**src/rtl/mems_clk_ctrl.sv**
```systemverilog
// mems_clk_ctrl: mic-clock generator and stereo PDM capture sequencer.
// The microphone clock runs at clk / (2*hp). After power-up the clock is held
// running for WAKE_CYCLES rising edges before any left/right pairs are delivered.
// On stop, the clock is allowed to finish its high phase before it is parked low.
module mems_clk_ctrl #(
    parameter int DIV_W       = 8,
    parameter int WAKE_CYCLES = 16384
) (
    input  logic             clk,
    input  logic             rst,
    input  logic             enable,
    input  logic [DIV_W-1:0] half_period,
    input  logic             pdm_data,
    output logic             mic_clk,
    output logic             pdm_left,
    output logic             pdm_right,
    output logic             pdm_valid,
    output logic             ready,
    output logic [1:0]       state
);

    typedef enum logic [1:0] {
        IDLE = 2'd0,
        WAKE = 2'd1,
        RUN  = 2'd2,
        STOP = 2'd3
    } state_t;

    localparam logic [15:0] WAKE_LAST = 16'(WAKE_CYCLES - 1);

    state_t           state_q;
    state_t           next_state;
    logic [DIV_W-1:0] hp;
    logic [DIV_W-1:0] half_cnt;
    logic [15:0]      wake_cnt;
    logic             left_hold;
    logic             terminal;
    logic             rise;
    logic             fall;

    assign state = state_q;

    // Divider phase decode and next-state selection.
    always_comb begin
        // NOTE: every output of this block gets a default first so no path
        // leaves it unassigned, which would otherwise infer a latch.
        next_state = state_q;
        terminal   = (half_cnt == hp - DIV_W'(1));
        rise       = terminal && !mic_clk;
        fall       = terminal && mic_clk;
        case (state_q)
            IDLE: if (enable) next_state = WAKE;
            // A stop request beats the wake-complete edge.
            WAKE: begin
                if (!enable)                          next_state = STOP;
                else if (rise && wake_cnt == WAKE_LAST) next_state = RUN;
            end
            RUN:  if (!enable) next_state = STOP;
            // Leave immediately if low, else on the cycle the clock falls.
            STOP: if (!mic_clk || terminal) next_state = IDLE;
            default: next_state = IDLE;
        endcase
    end

    // State register.
    always_ff @(posedge clk) begin
        // NOTE: state is updated with non-blocking assignments so every
        // process sees the pre-edge value during this cycle.
        if (rst) state_q <= IDLE;
        else     state_q <= next_state;
    end

    // Divider, wake counter, capture path and registered status outputs.
    always_ff @(posedge clk) begin
        if (rst) begin
            hp        <= '0;
            half_cnt  <= '0;
            mic_clk   <= 1'b0;
            wake_cnt  <= '0;
            left_hold <= 1'b0;
            pdm_left  <= 1'b0;
            pdm_right <= 1'b0;
            pdm_valid <= 1'b0;
            ready     <= 1'b0;
        end else begin
            pdm_valid <= 1'b0;
            ready     <= (next_state == RUN);
            if (state_q == IDLE) begin
                half_cnt <= '0;
                mic_clk  <= 1'b0;
                wake_cnt <= '0;
                if (enable)
                    hp <= (half_period == '0) ? DIV_W'(1) : half_period;
            end else if (next_state == IDLE) begin
                // Leaving STOP: park the clock low with the divider cleared.
                half_cnt <= '0;
                mic_clk  <= 1'b0;
            end else begin
                if (terminal) begin
                    half_cnt <= '0;
                    mic_clk  <= ~mic_clk;
                end else begin
                    half_cnt <= half_cnt + DIV_W'(1);
                end
                if (rise) begin
                    left_hold <= pdm_data;
                    if (state_q == WAKE) wake_cnt <= wake_cnt + 16'd1;
                end
                // Pairs are only published in RUN so outputs hold between strobes.
                if (fall && state_q == RUN) begin
                    pdm_right <= pdm_data;
                    pdm_left  <= left_hold;
                    pdm_valid <= 1'b1;
                end
            end
        end
    end

endmodule
```
**config.mk**
```make
export PLATFORM = sky130hd
export DESIGN_NAME = mems_clk_ctrl
export DESIGN_NICKNAME = d
export VERILOG_FILES = /design/src/rtl/mems_clk_ctrl.sv
export SDC_FILE = /design/constraint.sdc
export NUM_CORES = 1
export LEC_CHECK = 0
export ABC_AREA = 1
export BUFFER_PORTS_ARGS = -buffer_cell sky130_fd_sc_hd__buf_2
export CORE_AREA = 4 4 82 84
export DETAILED_ROUTE_END_ITERATION = 12
export DIE_AREA = 0 0 86 88
export GPL_TIMING_DRIVEN = 1
export PLACE_DENSITY = 0.49
export SLEW_MARGIN = 10
export SYNTH_ARGS = -nofsm -noshare
export SYNTH_HDL_FRONTEND = slang
export SYNTH_SLANG_ARGS = --single-unit
```
**constraint.sdc**
```tcl
create_clock -name clk -period 7.05 [get_ports clk]
set_clock_uncertainty 0.1 [all_clocks]
set_input_delay 0.705 -clock clk [delete_from_list [all_inputs] [get_ports clk]]
set_output_delay 0.705 -clock clk [all_outputs]
set_load 0.005 [all_outputs]
```
==> impl_metrics.py, run 1 <==
metrics = {
    "critical_path": {
        "critPathArrivalTime_ps": 2640,
        "path_delay_family": "simple AND/OR/NAND/NOR gates",
        "crit_path_cell_trace": "inv_2 > ha_1 > xnor2_1 > nor2_1 > nand2_1 > nor2_1 > nand2_1 > nor2_2 > nand2_2 > nor2_4 > nand2_2 > nor2_2 > nand3_1 > a221oi_1",
        "critical_path.endpoint_type": "flop",
        "crit_required_ps": 7140,
        "crit_path_max_fanout": 11,
        "crit_slowest_cell": "sky130_fd_sc_hd__dfxtp_1",
        "cp_num_buf_inv": 1,
        "critical_path.startpoint_type": "flop",
        "timing.critical_path.slowest_cell_delay_ps": 380,
        "critPathKind": "flop to flop",
    },
    "layout": {
        "insertedDiodeCount": 0,
        "final_layout_size_suffix_gt1_share_pct": 12.86,
        "layout-area-overhead-vs-synth_pct": 11.95,
        "finish.net_count": 326,
        "final_util_pct": 38.40,
    },
    "grt": {
        "globalRoute.totalOverflow": 0,
        "antenna_found_initial": 0,
        "grt_start_max_net_pins": 17,
        "grt_pass1_vias": 1726,
        "grt_util_all_layers_pct": 12.16,
        "grt_pass1_wl_um": 7493,
    },
    "pwr": {
        "p_leak_nw": 0.9415,
        "power-per-cell-area_nw_per_um2": 201.3,
        "peakVddDrop_mv": 0.08411,
    },
    "clock_tree": {
        "clockRootBuffer": "sky130_fd_sc_hd__clkbuf_8",
        "cts_resized": 0,
        "cts.path.max_buffers": 2,
        "cts_sinks": 40,
        "post_cts.repair.setup_buffers": 0,
        "holdBufCountCts": 0,
        "clk_transition_reported_paths_ps": 70,
        "cts-htree-levels": 2,
        "tritoncts": "done",
        "cts-buffers-inserted": 5,
        "insertion_delay_ps": 280,
    },
    "worst_hold_path": {
        "hold_path_class": "flop to flop",
    },
    "place": {
        "io_buffer_count": 18,
        "hpwl_um": 3120,
        "globalplace.congestion": 0.7784,
    },
    "die": {
        "rows": 28,
        "fp.dieArea_um2": 7568,
        "io_pins": 19,
        "die_y_um": 88,
        "floorplan.core_area_um2": 5921,
        "start_util_pct": 34.30,
        "chipWidth_um": 86,
    },
    "drt": {
        "routed-via-count": 1738,
        "detail_route.iter0.violations": 51,
        "vias_per_cell": 4.503,
        "remaining_drc_errors": 0,
        "routed_wl_um": 4072,
        "drt_pre_antenna_iters": 4,
        "post_drt_wl_per_cell_um": 10.55,
        "antenna_left": 0,
    },
    "synthesis": {
        "yosysSeqAreaShare_pct": 39.43,
        "synth_largest_area_cell": "sky130_fd_sc_hd__dfxtp_1",
        "synth_cells": 289,
        "synth_area_um2": 2031,
        "netlist-cell-type-count": 31,
        "synth-seq-cells": 40,
        "number_of_nets_in_the_synthesized_netlist": 304,
        "syn_area_cell_um2": 7.027,
        "synth.area.top_cells": "sky130_fd_sc_hd__dfxtp_1 (39%), sky130_fd_sc_hd__nand2_1 (9.8%), sky130_fd_sc_hd__inv_1 (7.9%)",
        "total_of_warnings_raised_by_yosys": 0,
        "synth_top_area_share_pct": 39.43,
    },
    "sta": {
        "setup-tns-final_ps": 0,
        "hold_violations": 0,
        "slew_at_the_pin_with_the_worst_max_slew_slack_ps": 523.5,
        "setup_viol_count_final": 0,
        "final_period_minus_worst_setup_slack_ps": 2547,
        "report.final.slew_viol_count": 0,
        "unrepaired_setup_endpoints_after_global_routing": "false",
        "clock.fmax_ghz": 0.3926,
        "maxSlewHeadroom_pct": 64.97,
        "fin_crit_sh_pct": 36.13,
    },
    "flow_run": {
        "timing.max_cap.violations": 0,
    },
    "status": {
        "run_status": "completed",
    },
}
## power breakdown
group | total [mW] | switching, mW | internal (mW)
Combinational | 0.0745 | 0.0479 | 0.0266
Sequential | 0.242 | 0.00886 | 0.233
Clock | 0.141 | 0.0735 | 0.0673
## sequential cells by signal, summed over array words and instances (netlist names)
signal	cells
hp	8
wake_cnt	16
mic_clk	1
half_cnt	8
pdm_right	1
pdm_valid	1
state	2
ready	1
left_hold	1
pdm_left	1
## routing by layer
layer	vias up	part of all wire, %	track usage (%)
met4	0	1.4	4.317
met2	22	42	19.76
met5	-	0	0
li1	968	-	-
met3	5	4.7	3.481
met1	743	52	15.41
## final cells by class
class / count / area [µm²]
Clock inverter: 1 / 5.005
Multi-Input combinational cell: 199 / 1033
Timing Repair Buffer: 18 / 90.09
Sequential cell: 40 / 800.8
Fill cell: 654 / 3647
Inverter: 47 / 177.7
Clock buffer: 6 / 72.57
Tap cell: 75 / 93.84
## cell usage after synthesis
| cell | n |
|---|---|
| sky130_fd_sc_hd__clkinv_1 | 1 |
| sky130_fd_sc_hd__xnor2_1 | 5 |
| sky130_fd_sc_hd__nor3b_1 | 3 |
| sky130_fd_sc_hd__or2_2 | 1 |
| sky130_fd_sc_hd__nor3_4 | 1 |
| sky130_fd_sc_hd__ha_1 | 3 |
| sky130_fd_sc_hd__nor4_1 | 3 |
| sky130_fd_sc_hd__a21oi_1 | 16 |
| sky130_fd_sc_hd__nor2_2 | 4 |
| sky130_fd_sc_hd__nand4_1 | 9 |
| sky130_fd_sc_hd__nand2_1 | 53 |
| sky130_fd_sc_hd__buf_6 | 1 |
| sky130_fd_sc_hd__a211oi_1 | 2 |
| sky130_fd_sc_hd__o21ai_2 | 1 |
| sky130_fd_sc_hd__nand2_2 | 3 |
| sky130_fd_sc_hd__a221oi_1 | 1 |
| sky130_fd_sc_hd__clkbuf_1 | 2 |
| sky130_fd_sc_hd__xor2_1 | 10 |
| sky130_fd_sc_hd__nor3_1 | 12 |
| sky130_fd_sc_hd__nor2_4 | 1 |
| sky130_fd_sc_hd__clkinv_2 | 1 |
| sky130_fd_sc_hd__o21ai_0 | 10 |
| sky130_fd_sc_hd__a31oi_1 | 1 |
| sky130_fd_sc_hd__nor2_1 | 40 |
| sky130_fd_sc_hd__inv_1 | 43 |
| sky130_fd_sc_hd__inv_2 | 2 |
| sky130_fd_sc_hd__dfxtp_1 | 40 |
| sky130_fd_sc_hd__o21ai_1 | 1 |
| sky130_fd_sc_hd__nand3_1 | 16 |
| sky130_fd_sc_hd__and3_1 | 1 |
| sky130_fd_sc_hd__nand3_2 | 2 |
## through the flow
stage	worst slack [ps]	std cells	hold slack, ps	power (mW)	cell area (µm²)
3_3_place_gp	4409	379	335.0	0.3238	2196
4_1_cts	4459	386	354.0	0.4659	2273
3_5_place_dp	4476	379	342.5	0.3229	2196
2_1_floorplan	4845	289	340.3	0.3036	2031
6_report	4503	386	346.6	0.4575	2273
5_1_grt	4226	386	383.7	0.4881	2273
## final timing paths
kind                 start            to  slack (ps)  depth (start not counted)
hold / removal    pdm_left      pdm_left         350                          2
setup reg to reg     hp[0]  wake_cnt[12]        4500                         14
setup / recovery     hp[0]  wake_cnt[12]        4500                         14
hold reg to reg   pdm_left      pdm_left         350                          2
## placed cells by master (no fill, tap or decap)
cell type | Yosys | layout
sky130_fd_sc_hd__nand2_1 | 53 | 53
sky130_fd_sc_hd__inv_1 | 43 | 43
sky130_fd_sc_hd__nor2_1 | 40 | 40
sky130_fd_sc_hd__dfxtp_1 | 40 | 40
sky130_fd_sc_hd__buf_2 | 0 | 18
sky130_fd_sc_hd__nand3_1 | 16 | 16
sky130_fd_sc_hd__a21oi_1 | 16 | 16
sky130_fd_sc_hd__nor3_1 | 12 | 12
sky130_fd_sc_hd__o21ai_0 | 10 | 10
sky130_fd_sc_hd__xor2_1 | 10 | 10
sky130_fd_sc_hd__nand4_1 | 9 | 9
sky130_fd_sc_hd__xnor2_1 | 5 | 5
sky130_fd_sc_hd__clkbuf_8 | 0 | 5
sky130_fd_sc_hd__nor2_2 | 4 | 4
sky130_fd_sc_hd__nand2_2 | 3 | 3
sky130_fd_sc_hd__nor4_1 | 3 | 3
sky130_fd_sc_hd__nor3b_1 | 3 | 3
sky130_fd_sc_hd__ha_1 | 3 | 3
sky130_fd_sc_hd__inv_2 | 2 | 2
sky130_fd_sc_hd__clkinv_2 | 1 | 2
sky130_fd_sc_hd__nand3_2 | 2 | 2
sky130_fd_sc_hd__a211oi_1 | 2 | 2
sky130_fd_sc_hd__o21ai_2 | 1 | 1
sky130_fd_sc_hd__o21ai_1 | 1 | 1
sky130_fd_sc_hd__nor2_4 | 1 | 1
sky130_fd_sc_hd__or2_2 | 1 | 1
sky130_fd_sc_hd__clkinv_1 | 1 | 1
sky130_fd_sc_hd__nor3_4 | 1 | 1
sky130_fd_sc_hd__and3_1 | 1 | 1
sky130_fd_sc_hd__a221oi_1 | 1 | 1
sky130_fd_sc_hd__a31oi_1 | 1 | 1
sky130_fd_sc_hd__clkbuf_1 | 2 | 1
## worst reg2reg max path, stage by stage, from the launching register on
cell,delay [ps]
sky130_fd_sc_hd__dfxtp_1,380
sky130_fd_sc_hd__inv_2,90
sky130_fd_sc_hd__ha_1,310
sky130_fd_sc_hd__xnor2_1,120
sky130_fd_sc_hd__nor2_1,90
sky130_fd_sc_hd__nand2_1,50
sky130_fd_sc_hd__nor2_1,130
sky130_fd_sc_hd__nand2_1,90
sky130_fd_sc_hd__nor2_2,120
sky130_fd_sc_hd__nand2_2,100
sky130_fd_sc_hd__nor2_4,140
sky130_fd_sc_hd__nand2_2,190
sky130_fd_sc_hd__nor2_2,240
sky130_fd_sc_hd__nand3_1,100
sky130_fd_sc_hd__a221oi_1,230
## cell families after synthesis
kind of cell / Yosys count / share of synthesized area (%)
AO/OA/AOI/OAI: 32 / 8.565
XOR/XNOR: 15 / 6.469
adder cells (fa/ha/maj): 3 / 1.849
buffers and inverters: 50 / 9.673
flip-flops: 40 / 39.43
AND/OR/NAND/NOR: 149 / 34.01
No activity file was read; power rests on OpenSTA's default activity.
==> inputs of run 2 (changes only) <==
Clock period 7.05 ns to 2.4 ns, I/O delays scaled along.
==> run 2 against run 1 <==
  * Non-clock buffer count up 11
  * Combinational power increased to 3.6 times the previous value
  * Sequential share of layout area decreased by 2.7 points
  * Global-route usage down 0.34 points
  * Flip-flop and latch count unchanged
==> impl_metrics.py, run 2 (synthesis gave the netlist of run 1 again) <==
metrics = {
    "pwr": {
        "power.total_mw": 1.443,
        "seq_power_share_pct": 49.3,
        "peakVddDrop_mv": 0.2060,
        "power-per-cell-area_nw_per_um2": 584.9,
        "p_leak_nw": 1.041,
        "p_int_mw": 1.018,
        "p_clk_share_pct": 31.9,
        "p_sw_share_pct": 29.45,
        "p_switching_uw": 425.0,
        "combinationalPowerShare_pct": 18.8,
    },
    "layout": {
        "mostFrequentLayoutCells": "sky130_fd_sc_hd__nand2_1 (51), sky130_fd_sc_hd__inv_1 (40), sky130_fd_sc_hd__nor2_1 (39), sky130_fd_sc_hd__dfxtp_1 (38), sky130_fd_sc_hd__buf_2 (18)",
        "final_cell_area_um2": 2467,
        "layout.area.seq_um2": 803.3,
        "finish.net_count": 337,
        "layout.cells.non_filler": 398,
        "largest_register_ff_count": 16,
        "regMostFlops": "wake_cnt",
        "mostFrequentLayoutCell": "sky130_fd_sc_hd__nand2_1",
        "top_regs": "wake_cnt (16), half_cnt (8), hp (8)",
        "insertedDiodeCount": 0,
        "multi_input_area_um2": 1127,
        "final_util_pct": 41.67,
        "fill_cells": 638,
        "layout-area-overhead-vs-synth_pct": 21.50,
        "final_layout_size_suffix_gt1_share_pct": 21.05,
    },
    "grt": {
        "grt_start_max_net_pins": 17,
        "grt_util_all_layers_pct": 11.83,
        "globalRoute.totalOverflow": 0,
        "antenna_found_initial": 0,
        "grt_pass1_wl_um": 7251,
        "grt_pass1_vias": 1727,
    },
    "critical_path": {
        "critical_path.endpoint_type": "flop",
        "worst_r2r_setup_slack_ps": 130,
        "crit_path_max_fanout": 7,
        "critPathKind": "flop to flop",
        "critical_path.startpoint_type": "flop",
        "critPathArrivalTime_ps": 2330,
        "timing.critical_path.slowest_cell_delay_ps": 350,
        "crit_slowest_cell": "sky130_fd_sc_hd__dfxtp_2",
        "crit_required_ps": 2460,
        "crit_path_cell_trace": "inv_2 > ha_4 > xnor2_2 > nor2_1 > nand2_1 > nor2_2 > nand2_2 > nor2_4 > nand2_4 > nor2_4 > nand2_4 > nor3_4 > nand2_1 > xor2_1 > nor2_1",
    },
    "clock_tree": {
        "tritoncts": "done",
        "cts-htree-levels": 2,
        "clockRootBuffer": "sky130_fd_sc_hd__clkbuf_8",
        "cts-buffers-inserted": 5,
        "cts.path.max_buffers": 2,
        "insertion_delay_ps": 290,
        "cts_sinks": 40,
        "clk_transition_reported_paths_ps": 80,
    },
    "place": {
        "post-place-cells": 387,
        "globalplace.congestion": 0.7935,
        "hpwl_um": 3173,
        "io_buffer_count": 18,
        "place_area_um2": 2256,
    },
    "drt": {
        "routed-via-count": 1798,
        "remaining_drc_errors": 0,
        "detail_route.iter0.violations": 31,
        "vias_per_cell": 4.518,
        "drt_pre_antenna_iters": 4,
        "routed_wl_um": 4067,
        "post_drt_wl_per_cell_um": 10.22,
        "antenna_left": 0,
    },
    "sta": {
        "maxSlewHeadroom_pct": 65.92,
        "hold_violations": 0,
        "final_period_minus_worst_setup_slack_ps": 2272,
        "unrepaired_setup_endpoints_after_global_routing": "true",
        "clock.fmax_ghz": 0.4402,
        "fin_crit_sh_pct": 94.66,
        "report.final.slew_viol_count": 0,
        "setup_viol_count_final": 0,
        "slew_at_the_pin_with_the_worst_max_slew_slack_ps": 510.7,
    },
    "die": {
        "fp.dieArea_um2": 7568,
        "rows": 28,
        "die_y_um": 88,
        "chipWidth_um": 86,
        "io_pins": 19,
        "floorplan.core_area_um2": 5921,
        "start_util_pct": 34.30,
    },
    "status": {
        "run_status": "completed",
    },
    "flow_run": {
        "timing.max_cap.violations": 0,
    },
    "worst_hold_path": {
        "hold_path_class": "input port to flop",
    },
}
[run 2: power by group through the flow]
stage,Clock (mW),Sequential (mW),Combinational (mW)
6_report,0.460,0.712,0.271
5_1_grt,0.505,0.715,0.309
4_1_cts,0.479,0.711,0.230
3_5_place_dp,0,0.726,0.229
3_3_place_gp,0,0.727,0.230
2_1_floorplan,0,0.720,0.172
[run 2: final cells by class]
type / count / share of cell area [%]
repair buffers: 29 / 6.998
flip-flops and latches: 40 / 32.56
clock buffers: 6 / 3.347
multi-input cells: 199 / 45.69
clock inverters: 2 / 0.4057
inverters: 47 / 7.201
well taps: 75 / 3.803
[run 2: worst max-delay path, delay by kind of cell, from the launching register on]
kind                     cells  cell delay (ps)
XOR/XNOR                     2              250
adder cells (fa/ha/maj)      1              230
buffers and inverters        1               50
flip-flops                   1              350
AND/OR/NAND/NOR             11             1150
[run 2: path summary, 6_finish.rpt]
path	from	cells after the start	to
hold / removal	half_period[6]	3	hp[6]
setup reg to reg	hp[0]	15	wake_cnt[15]
hold reg to reg	pdm_right	2	pdm_right
setup / recovery	hp[0]	15	wake_cnt[15]
[run 2: layer usage]
layer	wire length [µm]	track usage, %	up-vias
met5	0	0	-
li1	-	-	991
met1	2060	14.66	780
met2	1793	20.25	21
met4	53	4.317	0
met3	160	2.446	6
[run 2: through the flow]
| step | hold slack [ps] | TNS (ps) | setup slack (ps) |
|---|---|---|---|
| 4_1_cts | 84.06 | 0 | 33.49 |
| 6_report | 90.35 | 0 | 128.1 |
| 2_1_floorplan | 212.4 | 0 | 195.3 |
| 3_3_place_gp | 338.0 | 0 | 42.74 |
| 5_1_grt | 104.4 | -740.3 | -110.3 |
| 3_5_place_dp | 343.3 | 0 | 17.93 |
[run 2: timing repair]
| item | CTS | global route |
|---|---|---|
| endpoints found under the hold margin | 0 | 0 |
| setup buffers | 0 | 3 |
| gates resized for setup | 1 | 23 |
| cloned | 0 | 0 |
| hold buffers | 0 | 0 |
| setup endpoints to repair | 1 | 30 |
| pin swaps | 0 | 11 |
==> inputs of run 3 (changes only) <==
Settings changed: CORE_AREA 4 4 82 84 to 4 4 78 87, DIE_AREA 0 0 86 88 to 0 0 82 91, PLACE_DENSITY 0.49 to 0.5.
==> run 3 against run 2 <==
  * Sequential share of layout area decreased by 0.66 points
  * Utilization is 1.7 points higher
  * Die area fell by 1.4%
  * Fmax shrank 1.4%
  * Setup slack lost 32 ps
  * Register-to-register slack got worse by 30 ps
  * Count of clock-buffer cells in the layout decreased by 1
  * Largest cell class unchanged
  * Critical path type unchanged
  * First-iteration DRC count grew to 3.2 times the previous value
  * Critical endpoint is now wake_cnt[12]
  * Power up 11%
  * Via count is 2.1% higher
  * Critical path depth decreased by 1
==> impl_metrics.py, run 3 (synthesis gave the netlist of run 1 again) <==
metrics = {
    "status": {
        "run_status": "completed",
    },
    "layout": {
        "top_regs": "wake_cnt (16), half_cnt (8), hp (8)",
        "fill_cells": 614,
        "regMostFlops": "wake_cnt",
        "mostFrequentLayoutCells": "sky130_fd_sc_hd__nand2_1 (50), sky130_fd_sc_hd__inv_1 (41), sky130_fd_sc_hd__nor2_1 (38), sky130_fd_sc_hd__dfxtp_1 (38), sky130_fd_sc_hd__buf_2 (18)",
        "final_layout_size_suffix_gt1_share_pct": 22.36,
        "final_util_pct": 43.38,
        "insertedDiodeCount": 0,
        "finish.net_count": 337,
        "mostFrequentLayoutCell": "sky130_fd_sc_hd__nand2_1",
        "largest_register_ff_count": 16,
        "layout-area-overhead-vs-synth_pct": 24.03,
    },
    "pwr": {
        "p_int_mw": 1.193,
        "peakVddDrop_mv": 0.2767,
        "power-per-cell-area_nw_per_um2": 637.8,
        "seq_power_share_pct": 44.4,
        "p_switching_uw": 413.3,
        "combinationalPowerShare_pct": 15.9,
        "p_leak_nw": 1.035,
        "p_sw_share_pct": 25.72,
        "p_clk_share_pct": 39.7,
    },
    "die": {
        "rows": 29,
        "floorplan.core_area_um2": 5806,
        "die_y_um": 91,
        "start_util_pct": 34.98,
        "io_pins": 19,
        "chipWidth_um": 82,
        "fp.dieArea_um2": 7462,
    },
    "drt": {
        "post_drt_wl_per_cell_um": 10.77,
        "routed_wl_um": 4297,
        "antenna_left": 0,
        "detail_route.iter0.violations": 98,
        "drt_pre_antenna_iters": 4,
        "vias_per_cell": 4.602,
        "routed-via-count": 1836,
        "remaining_drc_errors": 0,
    },
    "critical_path": {
        "cp_num_buf_inv": 1,
        "crit_path_cell_trace": "inv_2 > ha_4 > xnor2_2 > nor2_1 > nand2_1 > nor2_1 > nand2_1 > nor2_2 > nand2_2 > nor2_4 > nand2_4 > nor2_4 > nand3_2 > a221oi_2",
        "critical_path.startpoint_type": "flop",
        "worst_r2r_setup_slack_ps": 100,
        "critPathArrivalTime_ps": 2410,
        "crit_path_max_fanout": 5,
        "crit_slowest_cell": "sky130_fd_sc_hd__dfxtp_2",
        "path_delay_family": "simple AND/OR/NAND/NOR gates",
        "critPathKind": "flop to flop",
        "timing.critical_path.slowest_cell_delay_ps": 350,
        "critical_path.endpoint_type": "flop",
        "crit_required_ps": 2500,
    },
    "sta": {
        "hold_violations": 0,
        "whs_ps": 93.71,
        "report.final.slew_viol_count": 0,
        "setup_viol_count_final": 0,
        "slew_at_the_pin_with_the_worst_max_slew_slack_ps": 550.6,
        "clock.fmax_ghz": 0.4341,
        "fin_crit_sh_pct": 95.99,
        "maxSlewHeadroom_pct": 63.26,
        "unrepaired_setup_endpoints_after_global_routing": "true",
        "final_period_minus_worst_setup_slack_ps": 2304,
    },
    "grt": {
        "globalRoute.totalOverflow": 0,
        "grt_start_max_net_pins": 17,
        "grt_pass1_vias": 1611,
        "antenna_found_initial": 0,
        "grt_pass1_wl_um": 6989,
        "grt_util_all_layers_pct": 11.80,
    },
    "clock_tree": {
        "cts-htree-levels": 2,
        "clockRootBuffer": "sky130_fd_sc_hd__clkbuf_8",
        "holdBufCountCts": 0,
        "insertion_delay_ps": 290,
        "cts-buffers-inserted": 5,
        "clk_transition_reported_paths_ps": 80,
        "cts.path.max_buffers": 2,
        "tritoncts": "done",
        "cts_sinks": 40,
    },
    "place": {
        "hpwl_um": 3134,
        "io_buffer_count": 18,
        "globalplace.congestion": 0.7826,
    },
    "flow_run": {
        "timing.max_cap.violations": 0,
    },
    "worst_hold_path": {
        "hold_path_class": "input port to flop",
    },
}
[run 3: worst register-to-register path: cells and delay by family, from the launching register on]
kind	cells	cell delay (ps)
xor+xnor	1	120
fa+ha+maj	1	240
buf+inv	1	60
simple gates	10	1130
compound gates	1	210
flops	1	350
[run 3: metrics by stage]
| step | setup slack, ps | power [mW] | cells | TNS [ps] | area [µm²] |
|---|---|---|---|---|---|
| floorplan | 195.3 | 0.8917 | 289 | 0 | 2031 |
| global placement | 52.58 | 0.9564 | 389 | 0 | 2258 |
| detailed placement | -9.660 | 0.9536 | 389 | -9.660 | 2258 |
| CTS | 41.47 | 1.604 | 396 | 0 | 2392 |
| global route | -102.5 | 1.698 | 399 | -1132 | 2519 |
| finish | 96.25 | 1.607 | 399 | 0 | 2519 |
[run 3: final cells by class]
class                           count  area (µm²)  share of cell area [%]
Tap cell                           77       96.34                   3.825
Inverter                           47       178.9                   7.104
Clock inverter                      2       60.06                   2.384
Timing Repair Buffer               28       165.2                   6.557
Sequential cell                    40       803.3                   31.89
Multi-Input combinational cell    200        1146                   45.50
Clock buffer                        5       68.82                   2.732
[run 3: what timing repair did]
action | CTS | global route
buffers inserted | 0 | 2
endpoints found under the hold margin | 0 | 0
resized for setup | 1 | 25
pin swaps | 0 | 10
gates cloned | 0 | 1
endpoints found under the setup margin | 1 | 29
[run 3: power by group through the flow]
stage | registers [mW] | clock network [mW] | logic, mW
2_1_floorplan | 0.720 | 0 | 0.172
3_3_place_gp | 0.727 | 0 | 0.229
3_5_place_dp | 0.726 | 0 | 0.227
4_1_cts | 0.711 | 0.664 | 0.228
5_1_grt | 0.717 | 0.686 | 0.295
6_report | 0.713 | 0.639 | 0.255
[run 3: layer usage]
| layer | GRT usage, % | vias up | wire, µm |
|---|---|---|---|
| met5 | 0 | - | 0 |
| met4 | 4.155 | 0 | 59 |
| met3 | 3.267 | 7 | 166 |
| met2 | 18.26 | 22 | 1927 |
| met1 | 15.58 | 816 | 2143 |
| li1 | - | 991 | - |
[run 3: path summary, 6_finish.rpt]
path,startpoint,to,cells past startpoint
hold reg to reg,pdm_right,pdm_right,2
setup / recovery,hp[0],wake_cnt[12],14
hold / removal,rst,state[1],2
setup reg to reg,hp[0],wake_cnt[12],14
